`src/rtl/display_scan_driver_if.sv`:
```
// -----------------------------------------------------------------------------
// display_scan_driver_if
// Bundles the signals between the machine FSM / message encoders and the
// display scan driver.
//   estado      : one-hot machine state {VL,SN,SP,SR,S3,S2,S1,S0}, bit0 = S0
//   seg_data    : flat segment patterns, digit k at [7k+6:7k] (bit 7k+6 = a)
//   blink_en    : blink the whole display while high
//   seg         : segment drive {a..g}, active-high
//   digito      : digit selects (polarity set by the driver parameter)
//   frame_tick  : one-cycle pulse at the start of every frame
//   erro_estado : high while estado is not exactly one-hot
// Modports: master = machine side (drives inputs), slave = the driver.
// -----------------------------------------------------------------------------
interface display_scan_driver_if #(
    parameter int NUM_DIGITS = 4
) ();
    logic [7:0]              estado;
    logic [NUM_DIGITS*7-1:0] seg_data;
    logic                    blink_en;
    logic [6:0]              seg;
    logic [NUM_DIGITS-1:0]   digito;
    logic                    frame_tick;
    logic                    erro_estado;

    modport master (
        output estado, seg_data, blink_en,
        input  seg, digito, frame_tick, erro_estado
    );

    modport slave (
        input  estado, seg_data, blink_en,
        output seg, digito, frame_tick, erro_estado
    );
endinterface

```
`src/rtl/display_scan_driver.sv`:
```
// -----------------------------------------------------------------------------
// display_scan_driver
// Multiplexed N-digit seven-segment scan driver. Owns the digit-scan counter,
// blanks the start of every digit slot against ghosting, latches the pattern
// bus only at frame start, supports whole-display blinking and flags an
// invalid (non one-hot) machine state.
// Ports:
//   clock   : system clock
//   reset_n : asynchronous active-low reset
//   bus     : display_scan_driver_if.slave (estado, seg_data, blink_en in;
//             seg, digito, frame_tick, erro_estado out)
// All outputs are registered; seg/digito show the scan state of the previous
// cycle, frame_tick is aligned with the cycle where idx = 0 and div = 0.
// -----------------------------------------------------------------------------
module display_scan_driver #(
    parameter int NUM_DIGITS     = 4,
    parameter int SCAN_DIV       = 50000,
    parameter int BLANK_CYCLES   = 500,
    parameter int BLINK_FRAMES   = 32,
    parameter int ACTIVE_LOW_DIG = 1
) (
    input  logic                  clock,
    input  logic                  reset_n,
    display_scan_driver_if.slave  bus
);
    localparam int DIV_W = $clog2(SCAN_DIV);
    localparam int IDX_W = (NUM_DIGITS > 1) ? $clog2(NUM_DIGITS) : 1;
    localparam int CNT_W = $clog2(BLINK_FRAMES) + 1;

    localparam logic [DIV_W-1:0] DIV_LAST   = DIV_W'(SCAN_DIV - 1);
    localparam logic [DIV_W-1:0] BLANK_LAST = (BLANK_CYCLES > 0) ? DIV_W'(BLANK_CYCLES - 1)
                                                                 : {DIV_W{1'b0}};
    localparam logic [IDX_W-1:0] IDX_LAST   = IDX_W'(NUM_DIGITS - 1);
    localparam logic [CNT_W-1:0] CNT_LAST   = CNT_W'(BLINK_FRAMES - 1);
    localparam logic [NUM_DIGITS-1:0] DIG_OFF = (ACTIVE_LOW_DIG != 0) ? {NUM_DIGITS{1'b1}}
                                                                      : {NUM_DIGITS{1'b0}};

    typedef enum logic [0:0] {
        ST_BLANK = 1'b0,
        ST_SHOW  = 1'b1
    } scan_state_t;

    // Every slot opens in BLANK unless blanking is disabled altogether.
    localparam scan_state_t ST_START = (BLANK_CYCLES > 0) ? ST_BLANK : ST_SHOW;

    // True when exactly one bit of v is set.
    function automatic logic is_onehot(input logic [7:0] v);
        return (v != 8'h00) && ((v & (v - 8'h01)) == 8'h00);
    endfunction

    scan_state_t                  state_r;
    logic                         started_r;
    logic [7:0]                   estado_q_r;
    logic [IDX_W-1:0]             idx_r;
    logic [DIV_W-1:0]             div_r;
    logic [NUM_DIGITS-1:0][6:0]   shadow_r;
    logic [CNT_W-1:0]             frame_cnt_r;
    logic                         blink_phase_r;
    logic [6:0]                   seg_r;
    logic [NUM_DIGITS-1:0]        digito_r;
    logic                         frame_tick_r;
    logic                         erro_r;

    logic                         est_ok_s;
    logic                         restart_s;
    logic                         div_last_s;
    logic                         wrap_s;
    logic                         show_s;
    logic [NUM_DIGITS-1:0]        dig_one_s;
    logic [NUM_DIGITS-1:0]        dig_on_s;

    // Decode restart / wrap conditions and the digit select for this cycle.
    always_comb begin
        est_ok_s   = is_onehot(bus.estado);
        // The first edge after reset release behaves like a restart so that
        // the frame_tick of frame 0 is produced like any other restart.
        restart_s  = !started_r || (est_ok_s && (bus.estado != estado_q_r));
        div_last_s = (div_r == DIV_LAST);
        wrap_s     = div_last_s && (idx_r == IDX_LAST);
        show_s     = (state_r == ST_SHOW) && est_ok_s && !(bus.blink_en && blink_phase_r);
        dig_one_s  = {NUM_DIGITS{1'b0}};
        dig_one_s[idx_r] = 1'b1;
        dig_on_s   = (ACTIVE_LOW_DIG != 0) ? ~dig_one_s : dig_one_s;
    end

    // Scan FSM, counters, shadow patterns, blink phase and registered outputs.
    always_ff @(posedge clock or negedge reset_n) begin
        if (!reset_n) begin
            state_r       <= ST_START;
            started_r     <= 1'b0;
            estado_q_r    <= 8'h00;
            idx_r         <= {IDX_W{1'b0}};
            div_r         <= {DIV_W{1'b0}};
            shadow_r      <= {(NUM_DIGITS*7){1'b0}};
            frame_cnt_r   <= {CNT_W{1'b0}};
            blink_phase_r <= 1'b0;
            seg_r         <= 7'h00;
            digito_r      <= DIG_OFF;
            frame_tick_r  <= 1'b0;
            erro_r        <= 1'b0;
        end else begin
            started_r    <= 1'b1;
            estado_q_r   <= bus.estado;
            erro_r       <= !est_ok_s;
            // Restart and natural wrap land on the same next state, so a
            // coincidence still yields a single tick.
            frame_tick_r <= restart_s || wrap_s;

            if (restart_s) begin
                state_r       <= ST_START;
                idx_r         <= {IDX_W{1'b0}};
                div_r         <= {DIV_W{1'b0}};
                shadow_r      <= bus.seg_data;
                frame_cnt_r   <= {CNT_W{1'b0}};
                blink_phase_r <= 1'b0;
            end else if (div_last_s) begin
                state_r <= ST_START;
                div_r   <= {DIV_W{1'b0}};
                if (wrap_s) begin
                    idx_r    <= {IDX_W{1'b0}};
                    shadow_r <= bus.seg_data;
                    if (frame_cnt_r == CNT_LAST) begin
                        frame_cnt_r   <= {CNT_W{1'b0}};
                        blink_phase_r <= ~blink_phase_r;
                    end else begin
                        frame_cnt_r   <= frame_cnt_r + CNT_W'(1);
                    end
                end else begin
                    idx_r <= idx_r + IDX_W'(1);
                end
            end else begin
                div_r <= div_r + DIV_W'(1);
                case (state_r)
                    ST_BLANK: begin
                        if (div_r == BLANK_LAST) begin
                            state_r <= ST_SHOW;
                        end else begin
                            state_r <= ST_BLANK;
                        end
                    end
                    ST_SHOW: state_r <= ST_SHOW;
                    default: state_r <= ST_START;
                endcase
            end

            if (show_s) begin
                seg_r    <= shadow_r[idx_r];
                digito_r <= dig_on_s;
            end else begin
                seg_r    <= 7'h00;
                digito_r <= DIG_OFF;
            end
        end
    end

    assign bus.seg         = seg_r;
    assign bus.digito      = digito_r;
    assign bus.frame_tick  = frame_tick_r;
    assign bus.erro_estado = erro_r;
endmodule

```
`src/flat_wrapper.sv`:
```
// flat-port wrapper written by rule: the top's interface ports become plain ports
module display_scan_driver_flat 
#(
    parameter int NUM_DIGITS     = 4,
    parameter int SCAN_DIV       = 50000,
    parameter int BLANK_CYCLES   = 500,
    parameter int BLINK_FRAMES   = 32,
    parameter int ACTIVE_LOW_DIG = 1
)
  (clock, reset_n, bus_estado, bus_seg_data, bus_blink_en, bus_seg, bus_digito, bus_frame_tick, bus_erro_estado);
  display_scan_driver_if #(.NUM_DIGITS(NUM_DIGITS)) bus_i ();
  input  logic clock;
  input  logic reset_n;
  input wire logic [$bits(bus_i.estado)-1:0] bus_estado;
  input wire logic [$bits(bus_i.seg_data)-1:0] bus_seg_data;
  input wire logic [$bits(bus_i.blink_en)-1:0] bus_blink_en;
  output wire logic [$bits(bus_i.seg)-1:0] bus_seg;
  output wire logic [$bits(bus_i.digito)-1:0] bus_digito;
  output wire logic [$bits(bus_i.frame_tick)-1:0] bus_frame_tick;
  output wire logic [$bits(bus_i.erro_estado)-1:0] bus_erro_estado;
  assign bus_i.estado = bus_estado;
  assign bus_i.seg_data = bus_seg_data;
  assign bus_i.blink_en = bus_blink_en;
  assign bus_seg = bus_i.seg;
  assign bus_digito = bus_i.digito;
  assign bus_frame_tick = bus_i.frame_tick;
  assign bus_erro_estado = bus_i.erro_estado;
  display_scan_driver #(.NUM_DIGITS(NUM_DIGITS), .SCAN_DIV(SCAN_DIV), .BLANK_CYCLES(BLANK_CYCLES), .BLINK_FRAMES(BLINK_FRAMES), .ACTIVE_LOW_DIG(ACTIVE_LOW_DIG)) u_core (.clock(clock), .reset_n(reset_n), .bus(bus_i));
endmodule
```
`config.mk`:
```
export PLATFORM = sky130hd
export DESIGN_NAME = display_scan_driver_flat
export DESIGN_NICKNAME = d
export VERILOG_FILES = /design/src/rtl/display_scan_driver_if.sv /design/src/rtl/display_scan_driver.sv /design/src/flat_wrapper.sv
export SDC_FILE = /design/constraint.sdc
export NUM_CORES = 1
export LEC_CHECK = 0
export CAP_MARGIN = 25
export CORE_MARGIN = 2
export CORE_UTILIZATION = 45
export DETAILED_ROUTE_END_ITERATION = 8
export PLACE_DENSITY = 0.68
export SLEW_MARGIN = 30
export SYNTH_ARGS = -nofsm -noshare
export SYNTH_HDL_FRONTEND = slang
export SYNTH_SLANG_ARGS = --single-unit
```
`constraint.sdc`:
```
create_clock -name clock -period 2.48 [get_ports clock]
set_input_delay 0.248 -clock clock [delete_from_list [all_inputs] [get_ports clock]]
set_output_delay 0.248 -clock clock [all_outputs]
set_load 0.02 [all_outputs]
```
# Word level (Yosys, flattened, before mapping)
# Cells that the tools add are included.
[totals]
register_bits = 76
latchBits = 0
ramBits = 0
mem_bits_ro = 0
in_bits = 39
out_inout_bits = 13
n_memories = 0
[classes]
n_addsub = 4
n_mul = 0
div_mod_pow = 0
order_cmp = 2
eq_ne = 5
shifts = 0
muxes = 26
bitwise = 4
n_reduce_logical = 19
[ops]
columns = ["operator", "n"]
rows = [
  ["2-to-1 mux 28 bit", 3],
  ["2-to-1 mux 16 bit", 2],
  ["2-to-1 mux 6 bit", 4],
  ["adder 16 x 1 -> 16 bit (second input constant)", 1],
  ["equality test 16 bit (second input constant)", 1],
  ["equality test 16 x 9 -> 1 bit (second input constant)", 1],
  ["binary-select mux 7 bit (select 2 bit)", 1],
  ["2-to-1 mux 7 bit", 2],
  ["bitwise AND 8 bit", 1],
  ["zero test 8 bit", 1],
  ["2-to-1 mux 1 bit", 8],
  ["inequality test 8 bit", 1],
  ["nonzero test 8 bit", 1],
  ["subtractor 8 x 1 -> 8 bit (second input constant)", 1],
  ["logical AND 1 bit", 7],
  ["adder 6 x 1 -> 6 bit (second input constant)", 1],
  ["equality test 6 x 5 -> 1 bit (second input constant)", 1],
  ["2-to-1 mux 2 bit", 3],
  ["nonzero test 2 bit", 3],
  ["2-to-1 mux 4 bit", 1],
  ["NOT 4 bit", 1],
  ["zero test 1 bit", 3],
  ["less-than comparator 2 x 3 -> 1 bit (second input constant)", 1],
  ["AND reduction 3 bit", 1],
  ["8 further kinds", 10],
]

# Depth between registers and ports, before layout
[depth]
depth_word = 8
mapped_depth = 10

# Worst setup path before layout
# OpenSTA, ideal clock, no wires.
[synth_timing]
path_type = "flip-flop to flip-flop"
start = "register u_core.div_r[0]"
end = "register u_core.shadow_r[17] in the netlist's numbering"
t_arrival_ns = 1.985
required_time_ns = 2.355
setup_slack_ns = 0.370
path_stages_with_launch = 11
path_buffers = 4
period_less_slack_ns = 2.110
cell_sequence = "dfrtp_1 > ha_1 > and3_1 > clkbuf_1 > and4_1 > buf_2 > nand2_2 > nand3_2 > buf_6 > buf_6 > mux2_4"
[synth_between]
elab_chain_len = 4
[synth_rtl]
columns = ["item", "line_no", "rtl"]
rows = [
  ["from (decl)", "display_scan_driver.sv:55", "logic [DIV_W-1:0] div_r;"],
  ["from (signal assigned)", "display_scan_driver.sv:93", "div_r <= {DIV_W{1'b0}};"],
  ["from (signal assigned)", "display_scan_driver.sv:112", "div_r <= {DIV_W{1'b0}};"],
  ["from (signal assigned)", "display_scan_driver.sv:118", "div_r <= {DIV_W{1'b0}};"],
  ["equality test 16 bit *", "display_scan_driver.sv:78", "div_last_s = (div_r == DIV_LAST);"],
  ["logical AND 1 bit", "display_scan_driver.sv:79", "wrap_s = div_last_s && (idx_r == IDX_LAST);"],
  ["nonzero test 2 bit (no line)", "n/a", ""],
  ["AND reduction 2 bit (no line) *", "n/a", ""],
  ["to (signal assigned)", "display_scan_driver.sv:94", "shadow_r <= {(NUM_DIGITS*7){1'b0}};"],
  ["to (signal assigned)", "display_scan_driver.sv:113", "shadow_r <= bus.seg_data;"],
  ["to (signal assigned)", "display_scan_driver.sv:121", "shadow_r <= bus.seg_data;"],
  ["to (decl)", "display_scan_driver.sv:56", "logic [NUM_DIGITS-1:0][6:0] shadow_r;"],
]
# Every way passes the cells marked *; elsewhere a longest branch is shown, timed or not.
# A chain may end at the register's enable or synchronous reset.

# Worst setup path in the final report
[layout_timing]
start = "register u_core.div_r[11]"
end = "register u_core.shadow_r[12] in the netlist's numbering"
# The elaborated chain is that of the path after synthesis.

==> flow_summary.json <==
{
  "ys.flop_type": "dfrtp_1",
  "rsz0062_at_grt": "no",
  "relSlewSlack": 0.565,
  "fp.dieH_um": 90.9,
  "drive_gt1_frac": 0.209,
  "wl_per_cell_um": 13.8,
  "ant_nets": 0,
  "synth.distinct_cells": 39,
  "synth_most_common_cell": "dfrtp_1",
  "arrival_ns": 2.33,
  "final_area_sq_mm": 0.00432,
  "netlist_area_sq_mm": 0.00340,
  "numPortBuffers": 51,
  "synthToLayoutAreaGrowth_pct": 27.2,
  "reg2reg_slack_ns": 0.37,
  "drt_wl_total_mm": 6.05,
  "slew_viol_final": 0,
  "p_total_mw": 2.58,
  "clk_pin_slew_worst_paths_ns": 0.07,
  "setup_tns_ns": 0,
  "peakVddDrop_uv": 287,
  "status": "finished clean",
  "yosys_warnings": 0,
  "ys_ff_latch": 76,
  "synth_nets": 314,
  "hp-class": "primary input to async pin",
  "grt_usage": 0.160,
  "skew_ns": 0.00634,
  "synth.top_cell.area_share": 0.530,
  "max_freq_mhz": 473,
  "cts_resized": 0,
  "antenna_found_initial": 0,
  "leakage_nw": 1.79,
  "power_density_mw_per_mm2": 597,
  "seq_area_frac_synth": 0.561,
  "worstReg2RegStart": "u_core.div_r[11]",
  "rr_worst_depth": 7,
  "diodes": 0,
  "avgSynthCellArea_sq_um": 12.6,
  "max-cap-violations": 0,
  "cts_buffers": 9,
  "r2r_end": "u_core.shadow_r[12]",
  "die_w_um": 90.9,
  "firstDrtPassIters": 4,
  "yosys.area.top_type": "dfrtp_1",
  "start_util": 0.466,
  "place_congestion": 0.837,
  "drt-initial-drc-count": 69,
  "drc": 0,
  "worstSetupStartpointType": "register",
  "path_max_fanout": 15,
  "critPathRequiredTime_ns": 2.70,
  "routed_via_density": 5.00,
  "min_period_ns": 2.11,
  "cts_root_buf": "clkbuf_8",
  "synth_common_cells": "dfrtp_1 (72), nor2_1 (33), mux2_2 (19)",
  "hold_viol": 0,
  "coreArea_sq_mm": 0.00729,
  "insertion_delay_ns": 0.33,
  "ios": 52,
  "grt_pass1_vias": 2159,
  "setup_viol": 0,
  "fin_nets": 379,
  "vias": 2188,
  "async_flop_share": 1.00,
  "worst_slew_pin_slew_ns": 0.652,
  "grt_max_degree": 77,
  "grt_first_pass_wirelength_mm": 10.4,
  "placed_area_sq_mm": 0.00409,
  "dpl.hpwl_mm": 4.30,
  "netlist_top_cells_area": "dfrtp_1 (53%), mux2_2 (6.3%), mux4_2 (4.6%)",
  "cts_max_level": 3,
  "die_area_sq_mm": 0.00826,
  "cts_tree": "built",
  "cp-end-kind": "register",
  "synth-edff-count": 0,
  "clock_sinks": 76,
  "crit_type": "register to register",
  "fin_crit_sh": 0.852,
  "std_cell_rows": 31,
  "synthCells": 269,
  "cts_buffer_depth": 2,
  "gr-total-overflow": 0,
  "cts_setup_buffers": 0
}
[routing by layer]
layer | vias up | GRT usage | share of wire
li1 | 1063 | - | -
met1 | 1081 | 0.223 | 0.48
met2 | 39 | 0.236 | 0.47
met3 | 5 | 0.0417 | 0.041
met4 | 0 | 0.0694 | 0.015
met5 | - | 0 | 0
[worst max-delay path by stage]
stage,from,to,slack (ns),cells past startpoint
detailed placement,bus_estado[3],u_core.shadow_r[19],0.12,8
CTS,u_core.div_r[11],u_core.shadow_r[8],0.35,7
global placement,bus_estado[3],u_core.shadow_r[17],0.14,8
finish,u_core.div_r[11],u_core.shadow_r[12],0.37,7
global route,u_core.div_r[0],u_core.shadow_r[12],0.26,7
floorplan,u_core.div_r[0],u_core.shadow_r[17],0.37,10
[report_power, final]
| part | switching [mW] | leakage [nW] | internal, mW |
|---|---|---|---|
| clock | 0.419 | 0.112 | 0.573 |
| sequential | 0.0349 | 0.953 | 1.30 |
| combinational | 0.0932 | 0.725 | 0.157 |
[flip-flops by register name (all words and copies together) (netlist names)]
signal,cells
u_core.shadow_r,28
u_core.div_r,16
u_core.estado_q_r,8
u_core.bus.seg,7
u_core.frame_cnt_r,6
u_core.bus.digito,4
u_core.idx_r,2
u_core.blink_phase_r,1
u_core.bus.erro_estado,1
u_core.bus.frame_tick,1
u_core.started_r,1
u_core.state_r,1
[what timing repair did]
action,CTS,global route
hold endpoints to repair,0,72
setup endpoints to repair,0,0
hold buffers,0,1
[layout make-up]
cell class,instances,area (sq um)
multi-input cells,178,1420
clock buffers,13,179
fillers,630,2970
clock inverters,3,42.5
repair buffers,63,629
well taps,99,124
inverters,6,22.5
flip-flops and latches,76,1910
[worst max-delay path: stages, from the launching register on]
cell and delay (ns):
dfrtp_1 0.41, nor4_1 0.34, buf_4 0.18, and4_1 0.31, nand2_2 0.10, nand3_2 0.15, buf_12 0.17, mux2_2 0.34
[cells in the final DEF, fill, tap and decap left out, types with 8 or more instances in the layout]
master	n
dfrtp_1	72
clkdlybuf4s50_1	50
nor2_1	33
mux2_2	19
nand2_1	18
xnor2_1	16
clkbuf_8	13
xor2_1	9
mux2_4	9
buf_4	9
and2_1	8
[logic make-up (layout without fill, tap and decap cells)]
| kind of cell | Yosys count | count (layout) | share of synthesized area |
|---|---|---|---|
| simple gates | 95 | 95 | 0.147 |
| buf+inv | 15 | 85 | 0.0217 |
| other cells | 1 | 1 | 0.00110 |
| xor+xnor | 25 | 25 | 0.0644 |
| fa+ha+maj | 6 | 6 | 0.0221 |
| mux | 38 | 38 | 0.158 |
| flops | 76 | 76 | 0.561 |
| compound gates | 13 | 13 | 0.0243 |
[per-stage QoR]
step | instances | util | worst slack [ns] | hold WS [ns]
floorplan | 269 | - | 0.370 | -0.0476
global placement | 421 | 0.560 | 0.145 | 0.449
detailed placement | 421 | 0.560 | 0.117 | 0.452
CTS | 437 | 0.591 | 0.355 | 0.0879
global route | 438 | 0.593 | 0.255 | 0.509
finish | 438 | 0.593 | 0.367 | 0.497
Power figures use the tool's default switching activity.
